$ cat config.mk
export PLATFORM = sky130hd
export DESIGN_NAME = axi4lite_bus_arbiter_flat
export DESIGN_NICKNAME = d
export VERILOG_FILES = /design/src/rtl/axi4lite_bus_arbiter_if.sv /design/src/rtl/axi4lite_bus_arbiter.sv /design/src/flat_wrapper.sv
export SDC_FILE = /design/constraint.sdc
export NUM_CORES = 1
export LEC_CHECK = 0
export BUFFER_PORTS_ARGS = -buffer_cell sky130_fd_sc_hd__buf_2
export CAP_MARGIN = 25
export CORE_AREA = 2 2 162 164
export CTS_CLUSTER_DIAMETER = 40
export CTS_CLUSTER_SIZE = 25
export DETAILED_ROUTE_END_ITERATION = 8
export DIE_AREA = 0 0 164 166
export GPL_TIMING_DRIVEN = 1
export SLEW_MARGIN = 20
export SYNTH_ARGS = -nofsm -noshare
export SYNTH_HDL_FRONTEND = slang
export SYNTH_SLANG_ARGS = --single-unit
$ cat constraint.sdc
create_clock -name clk -period 1.9 [get_ports clk]
set_input_delay 0.095 -clock clk [delete_from_list [all_inputs] [get_ports clk]]
set_output_delay 0.095 -clock clk [all_outputs]
set_load 0.005 [all_outputs]
$ cat src/rtl/axi4lite_bus_arbiter_if.sv
// AXI4-Lite channel bundle shared by the arbiter's upstream and downstream ports.
// master drives requests/ready-for-response; slave drives ready-for-request/responses.
interface axi4lite_if #(
   parameter int ADDR_WIDTH = 24,
   parameter int DATA_WIDTH = 32
);
   logic [ADDR_WIDTH-1:0]   awaddr;
   logic [2:0]              awprot;
   logic                    awvalid;
   logic                    awready;
   logic [DATA_WIDTH-1:0]   wdata;
   logic [DATA_WIDTH/8-1:0] wstrb;
   logic                    wvalid;
   logic                    wready;
   logic [1:0]              bresp;
   logic                    bvalid;
   logic                    bready;
   logic [ADDR_WIDTH-1:0]   araddr;
   logic [2:0]              arprot;
   logic                    arvalid;
   logic                    arready;
   logic [DATA_WIDTH-1:0]   rdata;
   logic [1:0]              rresp;
   logic                    rvalid;
   logic                    rready;

   modport master (
      output awaddr, awprot, awvalid, wdata, wstrb, wvalid, bready,
             araddr, arprot, arvalid, rready,
      input  awready, wready, bresp, bvalid, arready, rdata, rresp, rvalid
   );

   modport slave (
      input  awaddr, awprot, awvalid, wdata, wstrb, wvalid, bready,
             araddr, arprot, arvalid, rready,
      output awready, wready, bresp, bvalid, arready, rdata, rresp, rvalid
   );
endinterface

$ cat src/rtl/axi4lite_bus_arbiter.sv
// Round-robin share of one AXI4-Lite slave between two masters, one transaction in flight.
// One IDLE arbitration cycle per transaction; non-owner is stalled (ready=0) until granted.
module axi4lite_bus_arbiter #(
   parameter int ADDR_WIDTH = 24,
   parameter int DATA_WIDTH = 32
) (
   input  logic        clk,
   input  logic        rst,
   axi4lite_if.slave   m0_bus,
   axi4lite_if.slave   m1_bus,
   axi4lite_if.master  mem_bus,
   output logic        busy,
   output logic        owner
);
   typedef enum logic [1:0] {IDLE, RD, WR} state_t;

   state_t state_q, state_d;
   logic   owner_q, owner_d;
   logic   ar_done_q, ar_done_d;
   logic   aw_done_q, aw_done_d;
   logic   w_done_q, w_done_d;

   logic [1:0] rd_req, wr_req, req;
   logic       grant;

   assign rd_req = {m1_bus.arvalid, m0_bus.arvalid};
   assign wr_req = {m1_bus.awvalid | m1_bus.wvalid, m0_bus.awvalid | m0_bus.wvalid};
   assign req    = rd_req | wr_req;
   // On a tie the port that did not own the last transaction wins.
   assign grant  = (req == 2'b11) ? ~owner_q : req[1];

   // Owner's request-side signals
   logic                    own_arvalid, own_awvalid, own_wvalid, own_rready, own_bready;
   logic [ADDR_WIDTH-1:0]   own_araddr, own_awaddr;
   logic [2:0]              own_arprot, own_awprot;
   logic [DATA_WIDTH-1:0]   own_wdata;
   logic [DATA_WIDTH/8-1:0] own_wstrb;

   assign own_arvalid = owner_q ? m1_bus.arvalid : m0_bus.arvalid;
   assign own_araddr  = owner_q ? m1_bus.araddr  : m0_bus.araddr;
   assign own_arprot  = owner_q ? m1_bus.arprot  : m0_bus.arprot;
   assign own_awvalid = owner_q ? m1_bus.awvalid : m0_bus.awvalid;
   assign own_awaddr  = owner_q ? m1_bus.awaddr  : m0_bus.awaddr;
   assign own_awprot  = owner_q ? m1_bus.awprot  : m0_bus.awprot;
   assign own_wvalid  = owner_q ? m1_bus.wvalid  : m0_bus.wvalid;
   assign own_wdata   = owner_q ? m1_bus.wdata   : m0_bus.wdata;
   assign own_wstrb   = owner_q ? m1_bus.wstrb   : m0_bus.wstrb;
   assign own_rready  = owner_q ? m1_bus.rready  : m0_bus.rready;
   assign own_bready  = owner_q ? m1_bus.bready  : m0_bus.bready;

   // Owner's response-side signals, routed to the owning port below
   logic                  o_arready, o_awready, o_wready, o_rvalid, o_bvalid;
   logic [DATA_WIDTH-1:0] o_rdata;
   logic [1:0]            o_rresp, o_bresp;

   always_ff @(posedge clk or negedge rst) begin
      if (!rst) begin
         state_q   <= IDLE;
         owner_q   <= 1'b1;
         ar_done_q <= 1'b0;
         aw_done_q <= 1'b0;
         w_done_q  <= 1'b0;
      end else begin
         state_q   <= state_d;
         owner_q   <= owner_d;
         ar_done_q <= ar_done_d;
         aw_done_q <= aw_done_d;
         w_done_q  <= w_done_d;
      end
   end

   always_comb begin
      state_d   = state_q;
      owner_d   = owner_q;
      ar_done_d = ar_done_q;
      aw_done_d = aw_done_q;
      w_done_d  = w_done_q;

      mem_bus.araddr  = own_araddr;
      mem_bus.arprot  = own_arprot;
      mem_bus.arvalid = 1'b0;
      mem_bus.rready  = 1'b0;
      mem_bus.awaddr  = own_awaddr;
      mem_bus.awprot  = own_awprot;
      mem_bus.awvalid = 1'b0;
      mem_bus.wdata   = own_wdata;
      mem_bus.wstrb   = own_wstrb;
      mem_bus.wvalid  = 1'b0;
      mem_bus.bready  = 1'b0;

      o_arready = 1'b0;
      o_awready = 1'b0;
      o_wready  = 1'b0;
      o_rvalid  = 1'b0;
      o_rdata   = '0;
      o_rresp   = 2'b00;
      o_bvalid  = 1'b0;
      o_bresp   = 2'b00;

      case (state_q)
         IDLE: begin
            if (req != 2'b00) begin
               owner_d = grant;
               state_d = rd_req[grant] ? RD : WR;
            end
         end
         RD: begin
            mem_bus.arvalid = own_arvalid & ~ar_done_q;
            o_arready       = mem_bus.arready & ~ar_done_q;
            if (own_arvalid && !ar_done_q && mem_bus.arready)
               ar_done_d = 1'b1;
            mem_bus.rready = own_rready;
            o_rvalid       = mem_bus.rvalid;
            o_rdata        = mem_bus.rdata;
            o_rresp        = mem_bus.rresp;
            if (mem_bus.rvalid && own_rready) begin
               state_d   = IDLE;
               ar_done_d = 1'b0;
            end
         end
         WR: begin
            mem_bus.awvalid = own_awvalid & ~aw_done_q;
            o_awready       = mem_bus.awready & ~aw_done_q;
            if (own_awvalid && !aw_done_q && mem_bus.awready)
               aw_done_d = 1'b1;
            mem_bus.wvalid = own_wvalid & ~w_done_q;
            o_wready       = mem_bus.wready & ~w_done_q;
            if (own_wvalid && !w_done_q && mem_bus.wready)
               w_done_d = 1'b1;
            mem_bus.bready = own_bready;
            o_bvalid       = mem_bus.bvalid;
            o_bresp        = mem_bus.bresp;
            if (mem_bus.bvalid && own_bready) begin
               state_d   = IDLE;
               aw_done_d = 1'b0;
               w_done_d  = 1'b0;
            end
         end
         default: state_d = IDLE;
      endcase
   end

   // Non-owner outputs stay at zero so its requests simply wait.
   always_comb begin
      m0_bus.arready = 1'b0;
      m0_bus.awready = 1'b0;
      m0_bus.wready  = 1'b0;
      m0_bus.rvalid  = 1'b0;
      m0_bus.rdata   = '0;
      m0_bus.rresp   = 2'b00;
      m0_bus.bvalid  = 1'b0;
      m0_bus.bresp   = 2'b00;
      m1_bus.arready = 1'b0;
      m1_bus.awready = 1'b0;
      m1_bus.wready  = 1'b0;
      m1_bus.rvalid  = 1'b0;
      m1_bus.rdata   = '0;
      m1_bus.rresp   = 2'b00;
      m1_bus.bvalid  = 1'b0;
      m1_bus.bresp   = 2'b00;
      if (owner_q) begin
         m1_bus.arready = o_arready;
         m1_bus.awready = o_awready;
         m1_bus.wready  = o_wready;
         m1_bus.rvalid  = o_rvalid;
         m1_bus.rdata   = o_rdata;
         m1_bus.rresp   = o_rresp;
         m1_bus.bvalid  = o_bvalid;
         m1_bus.bresp   = o_bresp;
      end else begin
         m0_bus.arready = o_arready;
         m0_bus.awready = o_awready;
         m0_bus.wready  = o_wready;
         m0_bus.rvalid  = o_rvalid;
         m0_bus.rdata   = o_rdata;
         m0_bus.rresp   = o_rresp;
         m0_bus.bvalid  = o_bvalid;
         m0_bus.bresp   = o_bresp;
      end
   end

   assign busy  = (state_q != IDLE);
   assign owner = owner_q;
endmodule

$ cat src/flat_wrapper.sv
// flat-port wrapper written by rule: the top's interface ports become plain ports
module axi4lite_bus_arbiter_flat 
#(
   parameter int ADDR_WIDTH = 24,
   parameter int DATA_WIDTH = 32
)
  (clk, rst, busy, owner, m0_bus_awaddr, m0_bus_awprot, m0_bus_awvalid, m0_bus_wdata, m0_bus_wstrb, m0_bus_wvalid, m0_bus_bready, m0_bus_araddr, m0_bus_arprot, m0_bus_arvalid, m0_bus_rready, m0_bus_awready, m0_bus_wready, m0_bus_bresp, m0_bus_bvalid, m0_bus_arready, m0_bus_rdata, m0_bus_rresp, m0_bus_rvalid, m1_bus_awaddr, m1_bus_awprot, m1_bus_awvalid, m1_bus_wdata, m1_bus_wstrb, m1_bus_wvalid, m1_bus_bready, m1_bus_araddr, m1_bus_arprot, m1_bus_arvalid, m1_bus_rready, m1_bus_awready, m1_bus_wready, m1_bus_bresp, m1_bus_bvalid, m1_bus_arready, m1_bus_rdata, m1_bus_rresp, m1_bus_rvalid, mem_bus_awaddr, mem_bus_awprot, mem_bus_awvalid, mem_bus_wdata, mem_bus_wstrb, mem_bus_wvalid, mem_bus_bready, mem_bus_araddr, mem_bus_arprot, mem_bus_arvalid, mem_bus_rready, mem_bus_awready, mem_bus_wready, mem_bus_bresp, mem_bus_bvalid, mem_bus_arready, mem_bus_rdata, mem_bus_rresp, mem_bus_rvalid);
  axi4lite_if #(.ADDR_WIDTH(ADDR_WIDTH), .DATA_WIDTH(DATA_WIDTH)) m0_bus_i ();
  axi4lite_if #(.ADDR_WIDTH(ADDR_WIDTH), .DATA_WIDTH(DATA_WIDTH)) m1_bus_i ();
  axi4lite_if #(.ADDR_WIDTH(ADDR_WIDTH), .DATA_WIDTH(DATA_WIDTH)) mem_bus_i ();
  input  logic clk;
  input  logic rst;
  output logic busy;
  output logic owner;
  input wire logic [$bits(m0_bus_i.awaddr)-1:0] m0_bus_awaddr;
  input wire logic [$bits(m0_bus_i.awprot)-1:0] m0_bus_awprot;
  input wire logic [$bits(m0_bus_i.awvalid)-1:0] m0_bus_awvalid;
  input wire logic [$bits(m0_bus_i.wdata)-1:0] m0_bus_wdata;
  input wire logic [$bits(m0_bus_i.wstrb)-1:0] m0_bus_wstrb;
  input wire logic [$bits(m0_bus_i.wvalid)-1:0] m0_bus_wvalid;
  input wire logic [$bits(m0_bus_i.bready)-1:0] m0_bus_bready;
  input wire logic [$bits(m0_bus_i.araddr)-1:0] m0_bus_araddr;
  input wire logic [$bits(m0_bus_i.arprot)-1:0] m0_bus_arprot;
  input wire logic [$bits(m0_bus_i.arvalid)-1:0] m0_bus_arvalid;
  input wire logic [$bits(m0_bus_i.rready)-1:0] m0_bus_rready;
  output wire logic [$bits(m0_bus_i.awready)-1:0] m0_bus_awready;
  output wire logic [$bits(m0_bus_i.wready)-1:0] m0_bus_wready;
  output wire logic [$bits(m0_bus_i.bresp)-1:0] m0_bus_bresp;
  output wire logic [$bits(m0_bus_i.bvalid)-1:0] m0_bus_bvalid;
  output wire logic [$bits(m0_bus_i.arready)-1:0] m0_bus_arready;
  output wire logic [$bits(m0_bus_i.rdata)-1:0] m0_bus_rdata;
  output wire logic [$bits(m0_bus_i.rresp)-1:0] m0_bus_rresp;
  output wire logic [$bits(m0_bus_i.rvalid)-1:0] m0_bus_rvalid;
  input wire logic [$bits(m1_bus_i.awaddr)-1:0] m1_bus_awaddr;
  input wire logic [$bits(m1_bus_i.awprot)-1:0] m1_bus_awprot;
  input wire logic [$bits(m1_bus_i.awvalid)-1:0] m1_bus_awvalid;
  input wire logic [$bits(m1_bus_i.wdata)-1:0] m1_bus_wdata;
  input wire logic [$bits(m1_bus_i.wstrb)-1:0] m1_bus_wstrb;
  input wire logic [$bits(m1_bus_i.wvalid)-1:0] m1_bus_wvalid;
  input wire logic [$bits(m1_bus_i.bready)-1:0] m1_bus_bready;
  input wire logic [$bits(m1_bus_i.araddr)-1:0] m1_bus_araddr;
  input wire logic [$bits(m1_bus_i.arprot)-1:0] m1_bus_arprot;
  input wire logic [$bits(m1_bus_i.arvalid)-1:0] m1_bus_arvalid;
  input wire logic [$bits(m1_bus_i.rready)-1:0] m1_bus_rready;
  output wire logic [$bits(m1_bus_i.awready)-1:0] m1_bus_awready;
  output wire logic [$bits(m1_bus_i.wready)-1:0] m1_bus_wready;
  output wire logic [$bits(m1_bus_i.bresp)-1:0] m1_bus_bresp;
  output wire logic [$bits(m1_bus_i.bvalid)-1:0] m1_bus_bvalid;
  output wire logic [$bits(m1_bus_i.arready)-1:0] m1_bus_arready;
  output wire logic [$bits(m1_bus_i.rdata)-1:0] m1_bus_rdata;
  output wire logic [$bits(m1_bus_i.rresp)-1:0] m1_bus_rresp;
  output wire logic [$bits(m1_bus_i.rvalid)-1:0] m1_bus_rvalid;
  output wire logic [$bits(mem_bus_i.awaddr)-1:0] mem_bus_awaddr;
  output wire logic [$bits(mem_bus_i.awprot)-1:0] mem_bus_awprot;
  output wire logic [$bits(mem_bus_i.awvalid)-1:0] mem_bus_awvalid;
  output wire logic [$bits(mem_bus_i.wdata)-1:0] mem_bus_wdata;
  output wire logic [$bits(mem_bus_i.wstrb)-1:0] mem_bus_wstrb;
  output wire logic [$bits(mem_bus_i.wvalid)-1:0] mem_bus_wvalid;
  output wire logic [$bits(mem_bus_i.bready)-1:0] mem_bus_bready;
  output wire logic [$bits(mem_bus_i.araddr)-1:0] mem_bus_araddr;
  output wire logic [$bits(mem_bus_i.arprot)-1:0] mem_bus_arprot;
  output wire logic [$bits(mem_bus_i.arvalid)-1:0] mem_bus_arvalid;
  output wire logic [$bits(mem_bus_i.rready)-1:0] mem_bus_rready;
  input wire logic [$bits(mem_bus_i.awready)-1:0] mem_bus_awready;
  input wire logic [$bits(mem_bus_i.wready)-1:0] mem_bus_wready;
  input wire logic [$bits(mem_bus_i.bresp)-1:0] mem_bus_bresp;
  input wire logic [$bits(mem_bus_i.bvalid)-1:0] mem_bus_bvalid;
  input wire logic [$bits(mem_bus_i.arready)-1:0] mem_bus_arready;
  input wire logic [$bits(mem_bus_i.rdata)-1:0] mem_bus_rdata;
  input wire logic [$bits(mem_bus_i.rresp)-1:0] mem_bus_rresp;
  input wire logic [$bits(mem_bus_i.rvalid)-1:0] mem_bus_rvalid;
  assign m0_bus_i.awaddr = m0_bus_awaddr;
  assign m0_bus_i.awprot = m0_bus_awprot;
  assign m0_bus_i.awvalid = m0_bus_awvalid;
  assign m0_bus_i.wdata = m0_bus_wdata;
  assign m0_bus_i.wstrb = m0_bus_wstrb;
  assign m0_bus_i.wvalid = m0_bus_wvalid;
  assign m0_bus_i.bready = m0_bus_bready;
  assign m0_bus_i.araddr = m0_bus_araddr;
  assign m0_bus_i.arprot = m0_bus_arprot;
  assign m0_bus_i.arvalid = m0_bus_arvalid;
  assign m0_bus_i.rready = m0_bus_rready;
  assign m0_bus_awready = m0_bus_i.awready;
  assign m0_bus_wready = m0_bus_i.wready;
  assign m0_bus_bresp = m0_bus_i.bresp;
  assign m0_bus_bvalid = m0_bus_i.bvalid;
  assign m0_bus_arready = m0_bus_i.arready;
  assign m0_bus_rdata = m0_bus_i.rdata;
  assign m0_bus_rresp = m0_bus_i.rresp;
  assign m0_bus_rvalid = m0_bus_i.rvalid;
  assign m1_bus_i.awaddr = m1_bus_awaddr;
  assign m1_bus_i.awprot = m1_bus_awprot;
  assign m1_bus_i.awvalid = m1_bus_awvalid;
  assign m1_bus_i.wdata = m1_bus_wdata;
  assign m1_bus_i.wstrb = m1_bus_wstrb;
  assign m1_bus_i.wvalid = m1_bus_wvalid;
  assign m1_bus_i.bready = m1_bus_bready;
  assign m1_bus_i.araddr = m1_bus_araddr;
  assign m1_bus_i.arprot = m1_bus_arprot;
  assign m1_bus_i.arvalid = m1_bus_arvalid;
  assign m1_bus_i.rready = m1_bus_rready;
  assign m1_bus_awready = m1_bus_i.awready;
  assign m1_bus_wready = m1_bus_i.wready;
  assign m1_bus_bresp = m1_bus_i.bresp;
  assign m1_bus_bvalid = m1_bus_i.bvalid;
  assign m1_bus_arready = m1_bus_i.arready;
  assign m1_bus_rdata = m1_bus_i.rdata;
  assign m1_bus_rresp = m1_bus_i.rresp;
  assign m1_bus_rvalid = m1_bus_i.rvalid;
  assign mem_bus_awaddr = mem_bus_i.awaddr;
  assign mem_bus_awprot = mem_bus_i.awprot;
  assign mem_bus_awvalid = mem_bus_i.awvalid;
  assign mem_bus_wdata = mem_bus_i.wdata;
  assign mem_bus_wstrb = mem_bus_i.wstrb;
  assign mem_bus_wvalid = mem_bus_i.wvalid;
  assign mem_bus_bready = mem_bus_i.bready;
  assign mem_bus_araddr = mem_bus_i.araddr;
  assign mem_bus_arprot = mem_bus_i.arprot;
  assign mem_bus_arvalid = mem_bus_i.arvalid;
  assign mem_bus_rready = mem_bus_i.rready;
  assign mem_bus_i.awready = mem_bus_awready;
  assign mem_bus_i.wready = mem_bus_wready;
  assign mem_bus_i.bresp = mem_bus_bresp;
  assign mem_bus_i.bvalid = mem_bus_bvalid;
  assign mem_bus_i.arready = mem_bus_arready;
  assign mem_bus_i.rdata = mem_bus_rdata;
  assign mem_bus_i.rresp = mem_bus_rresp;
  assign mem_bus_i.rvalid = mem_bus_rvalid;
  axi4lite_bus_arbiter #(.ADDR_WIDTH(ADDR_WIDTH), .DATA_WIDTH(DATA_WIDTH)) u_core (.clk(clk), .rst(rst), .m0_bus(m0_bus_i), .m1_bus(m1_bus_i), .mem_bus(mem_bus_i), .busy(busy), .owner(owner));
endmodule
==> results of run 1 <==
[layer usage]
layer / up-vias / GRT usage, %
met3: 15 / 1.65
met1: 1595 / 9.40
li1: 1717 / -
met4: 2 / 1.49
met2: 228 / 17.5
met5: - / 0
[cell type report]
class,instances,area [um^2],share of cell area (%)
clock buffers,4,78.8,1.69
repair buffers,425,2200,47.3
multi-input cells,211,1790,38.6
well taps,335,419,9.01
flip-flops and latches,6,155,3.33
inverters,1,3.75,0.0807
[metrics by stage]
stage                     hold WS, ns  setup WS (ns)  cell area, um^2  utilization [%]
final                           0.167         0.0774             4650             18.2
after global routing            0.184         0.0218             4650             18.2
after CTS                       0.168         0.0344             4630             18.1
after detailed placement      -0.0662          0.206             4540             17.7
after global placement        -0.0686          0.243             4540             17.7
after floorplan                -0.201          0.526             2130                -
[flip-flops by register name, indices dropped and copies added, names as in the netlist]
| signal | cells |
|---|---|
| u_core.ar_done_q | 1 |
| u_core.state_q | 2 |
| u_core.owner | 1 |
| u_core.aw_done_q | 1 |
| u_core.w_done_q | 1 |
[worst reg2reg max path, cell delays in order, from the launching register on]
cell,delay [ns]
dfstp_4,0.73
buf_4,0.18
mux2i_1,0.09
nor2b_1,0.31
o22ai_1,0.13
[report_power, final]
group / switching, mW / internal (mW)
Sequential: 0.115 / 0.208
Combinational: 1.76 / 2.06
Clock: 0.0729 / 0.278
Total: 1.95 / 2.54
[what timing repair did]
action	in CTS	in global routing
endpoints found under the setup margin	0	10
hold buffers	1	0
hold endpoints to repair	6	0
setup buffers	0	3
[cell usage in the layout, fill, tap and decap left out]
master,instances
a21oi_1,7
o21ai_0,1
nor2b_1,3
dfstp_4,1
nand2b_1,4
buf_2,411
nor3_2,3
o31ai_1,1
o21a_1,1
inv_1,1
nor4b_1,2
buf_4,10
clkbuf_16,3
buf_12,3
nand2_1,2
nor3_1,4
dfrtp_1,5
nor2_1,6
nor2b_4,1
mux2i_1,5
o2bb2ai_1,1
o32ai_2,1
and3_1,76
a21o_1,1
or2_2,1
dlygate4sd3_1,1
o22ai_1,1
clkbuf_1,1
mux2_2,90
[cell families (layout without fill, tap and decap cells)]
family,after synthesis,after routing,share of synthesized area [%]
DFF,6,6,7.10
AOI/OAI and AO/OA,14,14,4.40
and+or+nand+nor,102,102,29.5
muxes,95,95,49.9
buffers and inverters,30,430,9.10
[worst max path at each step]
stage | from | endpoint | slack (ns) | depth (start not counted)
6_report | u_core.owner | mem_bus_wdata[28] | 0.08 | 3
5_1_grt | u_core.owner | mem_bus_awaddr[10] | 0.02 | 3
4_1_cts | u_core.owner | mem_bus_wdata[27] | 0.03 | 3
3_5_place_dp | u_core.owner | u_core.state_q[0] | 0.21 | 4
3_3_place_gp | u_core.owner | u_core.state_q[0] | 0.24 | 4
2_1_floorplan | u_core.owner | mem_bus_araddr[0] | 0.53 | 4
==> impl_metrics.tcl, run 1 <==
set metrics [dict create \
    status "finished clean" \
    hp-start "mem_bus_awready" \
    post-route-period-util_pct 95.9 \
    antenna_found_initial 2 \
    power_mw 4.49 \
    hold_viol 0 \
    drv_slew 0 \
    yosys_warnings 0 \
    dp_hpwl_mm 11.6 \
    routed_wire_length_per_instance_um 13.5 \
    ant_nets 0 \
    n_fill_cell 2875 \
    drc 0 \
    tightest_slew_ns 0.431 \
    clockRootBuffer "clkbuf_16" \
    n_antenna_cell 0 \
    grt_max_degree 72 \
    synthTopCellsByCount "90 x mux2_2, 76 x and3_1, 8 x buf_4, 8 x clkbuf_1" \
    cpPeakStageDelay_ns 0.73 \
    path_clk_slew_ns 0.03 \
    worstRegToRegCells 4 \
    fin_crit_ns 1.82 \
    synth.most_common_cell "mux2_2" \
    drtIter0Drc 125 \
    min-delay-path-class "in2reg" \
    fin_cells 982 \
    cpLargestDelayFamily "flip-flops" \
    r2r_setup_slack_ns 0.32 \
    die-height_um 166 \
    rsz0062_at_grt "no" \
    cts_resized 0 \
    nets 881 \
    core-area_mm2 0.0256 \
    dr_total_vias 3557 \
    die_area_mm2 0.0272 \
    fin_setup_tns_ns 0 \
    path_cells "buf_12 > mux2_2 > buf_2" \
    place_congestion 0.806 \
    cellPowerDensity_mw_per_mm2 965 \
    drive_gt1_share_pct 81.0 \
    critPathLaunchType "flop" \
    synth_top_area_share_pct 47.5 \
    insertion_delay_ns 0.23 \
    ys_seq_area_share_pct 7.10 \
    wl_met2_mm 7.05 \
    mappedNetlistNets 480 \
    max_clock_freq_mhz 549 \
    yosys-top-cells-area "mux2_2 48%, and3_1 22%, dfrtp_1 5.9%" \
    cp_num_buf_inv 2 \
    die_x_um 164 \
    grt_pass1_vias 3269 \
    grt_overflow 0 \
    h-tree-depth 1 \
    cts_tree "done" \
    timing_worst_setup_path_type "reg2out" \
    routed_wl_mm 13.3 \
    dp.cells 974 \
    r2r_start "u_core.owner" \
    synth_cells 247 \
    path_max_fanout 42 \
    syn_area_per_cell_um2 8.63 \
    whs_endpoint "u_core.aw_done_q" \
    endpoint_kind "output pin" \
    avgViaCountPerCell 3.62 \
    grt_first_pass_wirelength_mm 18.2 \
    async_flop_share_pct 100 \
    grt.total_usage_pct 8.74 \
    numCtsBuffers 3 \
    synth_cell_types 28 \
    port-buffer-count 411 \
    first_pass_iters 4 \
    cts.sinks 6 \
    ir_drop_mv 0.372 \
    ys_ff_latch 6 \
    drv_cap 0 \
    crit_required_ns 1.80 \
    synth_flop_cell "dfrtp_1" \
    slew_headroom_pct 71.2 \
    critPathSlowestCell "dfstp_4" \
    power_leakage_nw 2.84 \
    cp_data_arrival_time_ns 1.73 \
    num_rows 59 \
    synth-edff-count 0 \
    worstHoldPathCells 3 \
    synth_area_leader_cell "mux2_2" \
    area_growth_pct 118 \
    setup_viol 0 \
    ctsLongestPathBuffers 2 \
    fin_skew_ns 0.00259 \
    dr_wl_met3_mm 1.21 \
    start_util_pct 8.32 \
    top_layer "met5" \
    r2r-end "u_core.state_q[0]" \
    wl_met1_mm 4.86 \
    ioPinCount 412 \
    syn_area_mm2 0.00213 \
]
Note: power is estimated with default switching activity, not from simulation.
==> inputs of run 2 (changes only) <==
--- a/config.mk
+++ b/config.mk
@@ -12,7 +12,7 @@
 export CTS_CLUSTER_SIZE = 25
 export DETAILED_ROUTE_END_ITERATION = 8
 export DIE_AREA = 0 0 164 166
-export GPL_TIMING_DRIVEN = 1
+export GPL_TIMING_DRIVEN = 0
 export SLEW_MARGIN = 20
 export SYNTH_ARGS = -nofsm -noshare
 export SYNTH_HDL_FRONTEND = slang
==> run 2 against run 1 <==
Die area did not move. Largest power group unchanged. Critical path depth rose by 2. Worst setup slack got worse by 0.051 ns. Sequential power fell by 20%. Core utilization rose by 0.31 points. Clock-buffer cell count did not move. Wire length rose by 8.1%. Sequential share of layout area fell by 0.13 points. Maximum frequency fell by 2.7%.
==> impl_metrics.tcl, run 2 (synthesized netlist as in run 1, its figures left out) <==
set metrics [dict create \
    min-delay-path-class "in2reg" \
    cts_tree "done" \
    grt_pass1_vias 3465 \
    slew_headroom_pct 51.7 \
    cpPeakStageDelay_ns 0.52 \
    fin_ws_ns 0.0259 \
    die_x_um 164 \
    antenna_found_initial 2 \
    timing_worst_setup_path_type "reg2out" \
    insertion_delay_ns 0.23 \
    grt_max_degree 11 \
    avgViaCountPerCell 3.62 \
    area_growth_pct 122 \
    routed_wire_length_per_instance_um 14.4 \
    largest_register_ff_count 2 \
    r2r_setup_slack_ns 0.40 \
    ant_nets 0 \
    num_rows 59 \
    numCtsBuffers 3 \
    fin_crit_ns 1.87 \
    r2r-end "u_core.ar_done_q" \
    path_cells "buf_6 > buf_8 > buf_4 > mux2_2 > buf_2" \
    grt.total_usage_pct 9.53 \
    max_clock_freq_mhz 534 \
    drive_gt1_share_pct 80.7 \
    critPathSlowestCell "dfstp_2" \
    top_register "u_core.state_q" \
    ctsLongestPathBuffers 2 \
    port-buffer-count 411 \
    power_mw 4.81 \
    post_cts_buffers 0 \
    rsz0062_at_grt "yes" \
    post-route-period-util_pct 98.6 \
    hp-start "mem_bus_wready" \
    design_area_mm2 0.00473 \
    cp_data_arrival_time_ns 1.78 \
    final_cell_mix "413 x buf_2, 90 x mux2_2, 76 x and3_1" \
    fin_cells 998 \
    dp_hpwl_mm 12.7 \
    path_clk_slew_ns 0.03 \
    ir_drop_mv 0.490 \
    drv_cap 0 \
    n_antenna_cell 0 \
    r2r_start "u_core.owner" \
    drtIter0Drc 131 \
    layout_commonest_cell "buf_2" \
    power_leakage_nw 2.89 \
    tightest_slew_ns 0.723 \
    core-area_mm2 0.0256 \
    ioPinCount 412 \
    pre_cts_ws_ns 0.134 \
    endpoint_kind "output pin" \
    first_pass_iters 4 \
    drc 0 \
    dr_total_vias 3609 \
    cellPowerDensity_mw_per_mm2 1020 \
    hold_viol 0 \
    worstRegToRegCells 6 \
    clockRootBuffer "clkbuf_16" \
    drv_slew 0 \
    cp_num_buf_inv 4 \
    routed_wl_mm 14.4 \
    path_max_fanout 10 \
    fin_skew_ns 0.00324 \
    start_util_pct 8.32 \
    worstHoldPathCells 3 \
    grt_first_pass_wirelength_mm 19.6 \
    nets 897 \
    h-tree-depth 1 \
    setup_viol 0 \
    die_area_mm2 0.0272 \
    whs_endpoint "u_core.w_done_q" \
    placed_area_mm2 0.00461 \
    grt_overflow 0 \
    crit_required_ns 1.80 \
    status "finished clean" \
    place_congestion 0.838 \
    critPathLaunchType "flop" \
    die-height_um 166 \
    cpLargestDelayFamily "buffers and inverters" \
    cts.sinks 6 \
    dp.cells 993 \
    utilization_pct 18.5 \
]
==> run 2: changes by cell type in the layout (fill, tap and decap cells not counted), sizes merged <==
cell | before | now
clkbuf | 4 | 18
buf | 424 | 426
==> run 2: repair_timing <==
item / 4_1_cts / 5_1_grt
hold endpoints to repair: 6 / 0
setup endpoints to repair: 22 / 22
hold buffers: 1 / 0
gates resized for setup: 6 / 7
==> run 2: final cells by class <==
| type | instances | area, um^2 |
|---|---|---|
| Sequential cell | 6 | 151 |
| Multi-Input combinational cell | 211 | 1790 |
| Tap cell | 335 | 419 |
| Fill cell | 2905 | 20900 |
| Timing Repair Buffer | 412 | 2070 |
| Buffer | 29 | 219 |
| Inverter | 1 | 3.75 |
| Clock buffer | 4 | 78.8 |
==> run 2: routing by layer <==
metal,wire length (um),up-vias,GRT usage [%]
li1,-,1750,-
met1,5300,1621,10.0
met2,7660,223,19.5
met3,1290,13,1.80
met4,102,2,1.18
met5,13,-,0
==> run 2: metrics by stage <==
stage	TNS, ns	hold WS [ns]
CTS	0	0.152
finish	0	0.153
global route	-0.0262	0.173
floorplan	0	-0.201
global placement	0	-0.0749
detailed placement	0	-0.0772
==> run 2: worst min-delay path, cell delays in order <==
cell and delay, ns:
buf_2 0.09, a21oi_1 0.06, a21oi_1 0.10
==> run 2: worst max path at each step <==
stage            startpoint                 end  slack [ns]  depth (start not counted)
2_1_floorplan  u_core.owner   mem_bus_araddr[0]        0.53                          4
3_3_place_gp   u_core.owner     m1_bus_rdata[1]        0.13                          5
3_5_place_dp   u_core.owner      m1_bus_awready        0.13                          5
4_1_cts        u_core.owner  mem_bus_araddr[22]       0.003                          5
5_1_grt        u_core.owner  mem_bus_araddr[17]      -0.008                          5
6_report       u_core.owner  mem_bus_araddr[17]        0.03                          5
==> run 2: where the power goes <==
part           switching, mW  internal (mW)  total [mW]
Sequential            0.0601          0.198       0.258
Combinational           2.04           2.16        4.20
Clock                 0.0791          0.279       0.358
Total                   2.18           2.63        4.81
==> inputs of run 3 (changes only) <==
--- a/config.mk
+++ b/config.mk
@@ -13,6 +13,7 @@
 export DETAILED_ROUTE_END_ITERATION = 8
 export DIE_AREA = 0 0 164 166
 export GPL_TIMING_DRIVEN = 0
+export SETUP_SLACK_MARGIN = 0.3
 export SLEW_MARGIN = 20
 export SYNTH_ARGS = -nofsm -noshare
 export SYNTH_HDL_FRONTEND = slang
==> run 3 against run 2 <==
Critical path type unchanged. Largest power group unchanged. Core utilization increased by 5.8 points. Maximum frequency increased by 4.4%. Sequential power increased by 7.8%.
==> impl_metrics.tcl, run 3 (synthesized netlist as in run 1, its figures left out) <==
set metrics [dict create \
    setup_viol 0 \
    drtIter0Drc 108 \
    routed_wire_length_per_instance_um 16.3 \
    worstRegToRegCells 7 \
    fin_ws_ns 0.106 \
    n_antenna_cell 0 \
    ir_drop_mv 0.572 \
    design_area_mm2 0.00621 \
    clockRootBuffer "clkbuf_16" \
    insertion_delay_ns 0.23 \
    place_congestion 0.838 \
    fin_setup_tns_ns 0 \
    grt_first_pass_wirelength_mm 20.6 \
    drc 0 \
    power_mw 7.69 \
    ctsLongestPathBuffers 2 \
    ioPinCount 412 \
    nets 925 \
    r2r_setup_slack_ns 0.25 \
    min-delay-path-class "in2reg" \
    h-tree-depth 1 \
    dr_total_vias 3839 \
    endpoint_kind "output pin" \
    routed_wl_mm 16.7 \
    top_register "u_core.state_q" \
    dr_wl_met3_mm 1.22 \
    drive_gt1_share_pct 83.9 \
    antenna_found_initial 2 \
    utilization_pct 24.2 \
    drv_cap 0 \
    hold_viol 0 \
    path_max_fanout 7 \
    post-route-period-util_pct 94.4 \
    cts_tree "done" \
    tightest_slew_ns 0.434 \
    num_rows 59 \
    rsz0062_at_grt "yes" \
    die-height_um 166 \
    whs_endpoint "u_core.w_done_q" \
    r2r-end "u_core.state_q[0]" \
    first_pass_iters 4 \
    n_fill_cell 2718 \
    dp.cells 993 \
    cellPowerDensity_mw_per_mm2 1240 \
    layout_commonest_cell "buf_2" \
    grt_max_degree 11 \
    max_clock_freq_mhz 557 \
    final_cell_mix "340 x buf_2, 75 x buf_6, 71 x and3_1" \
    cp_data_arrival_time_ns 1.70 \
    placed_area_mm2 0.00461 \
    die_x_um 164 \
    r2r_start "u_core.owner" \
    fin_crit_ns 1.79 \
    numCtsBuffers 3 \
    area_growth_pct 191 \
    timing_worst_setup_path_type "reg2out" \
    dp_hpwl_mm 12.7 \
    power_leakage_nw 3.63 \
    cts.sinks 6 \
    largest_register_ff_count 2 \
    fin_cells 1026 \
    ant_nets 0 \
    timing.hold.ws_ns 0.156 \
    wl_met1_mm 6.32 \
    fin_skew_ns 0.00261 \
    grt.total_usage_pct 10.1 \
    wl_met2_mm 8.97 \
    slew_headroom_pct 71.0 \
    crit_required_ns 1.80 \
    port-buffer-count 411 \
    avgViaCountPerCell 3.74 \
    drv_slew 0 \
    grt_overflow 0 \
    status "finished clean" \
    core-area_mm2 0.0256 \
    die_area_mm2 0.0272 \
    pre_cts_ws_ns 0.134 \
    start_util_pct 8.32 \
    hp-start "mem_bus_wready" \
    top_layer "met5" \
    grt_pass1_vias 3651 \
    path_clk_slew_ns 0.03 \
    worstHoldPathCells 3 \
    critPathLaunchType "flop" \
]
run 3: worst max-delay path: stages (launching register included):
cell,delay [ns]
dfstp_2,0.54
buf_12,0.15
clkbuf_16,0.18
clkbuf_16,0.16
mux2_4,0.31
buf_6,0.12
run 3: how the worst max path moves through the flow:
stage               cells past startpoint            endpoint         start  slack, ns
finish                                  5  mem_bus_araddr[21]  u_core.owner       0.11
global route                            7    m1_bus_rdata[25]  u_core.owner       0.08
CTS                                     5   mem_bus_awaddr[3]  u_core.owner       0.08
detailed placement                      5      m1_bus_awready  u_core.owner       0.13
global placement                        5     m1_bus_rdata[1]  u_core.owner       0.13
floorplan                               4   mem_bus_araddr[0]  u_core.owner       0.53
run 3: repair_timing:
action | 4_1_cts | 5_1_grt
endpoints found under the setup margin | 175 | 178
pin swaps | 1 | 7
gates resized for setup | 98 | 152
gates cloned | 4 | 9
setup buffers | 10 | 5
hold buffers | 1 | 0
endpoints found under the hold margin | 6 | 0
run 3: routing by layer:
layer / GRT usage, % / vias to the layer above
met5: 0 / -
met4: 1.49 / 2
met3: 1.77 / 15
met2: 20.4 / 224
met1: 10.8 / 1784
li1: - / 1814
run 3: cell type report:
type	instances	area, um^2	area share [%]
Clock buffer	4	78.8	1.27
Multi-Input combinational cell	211	2150	34.6
Timing Repair Buffer	440	2960	47.6
Sequential cell	6	151	2.44
Inverter	1	11.3	0.181
Tap cell	335	419	6.75
Buffer	29	444	7.15
run 3: power by group:
part	switching (mW)	internal, mW
Combinational	2.72	4.33
Sequential	0.0801	0.198
Clock	0.0782	0.279
Total	2.88	4.81
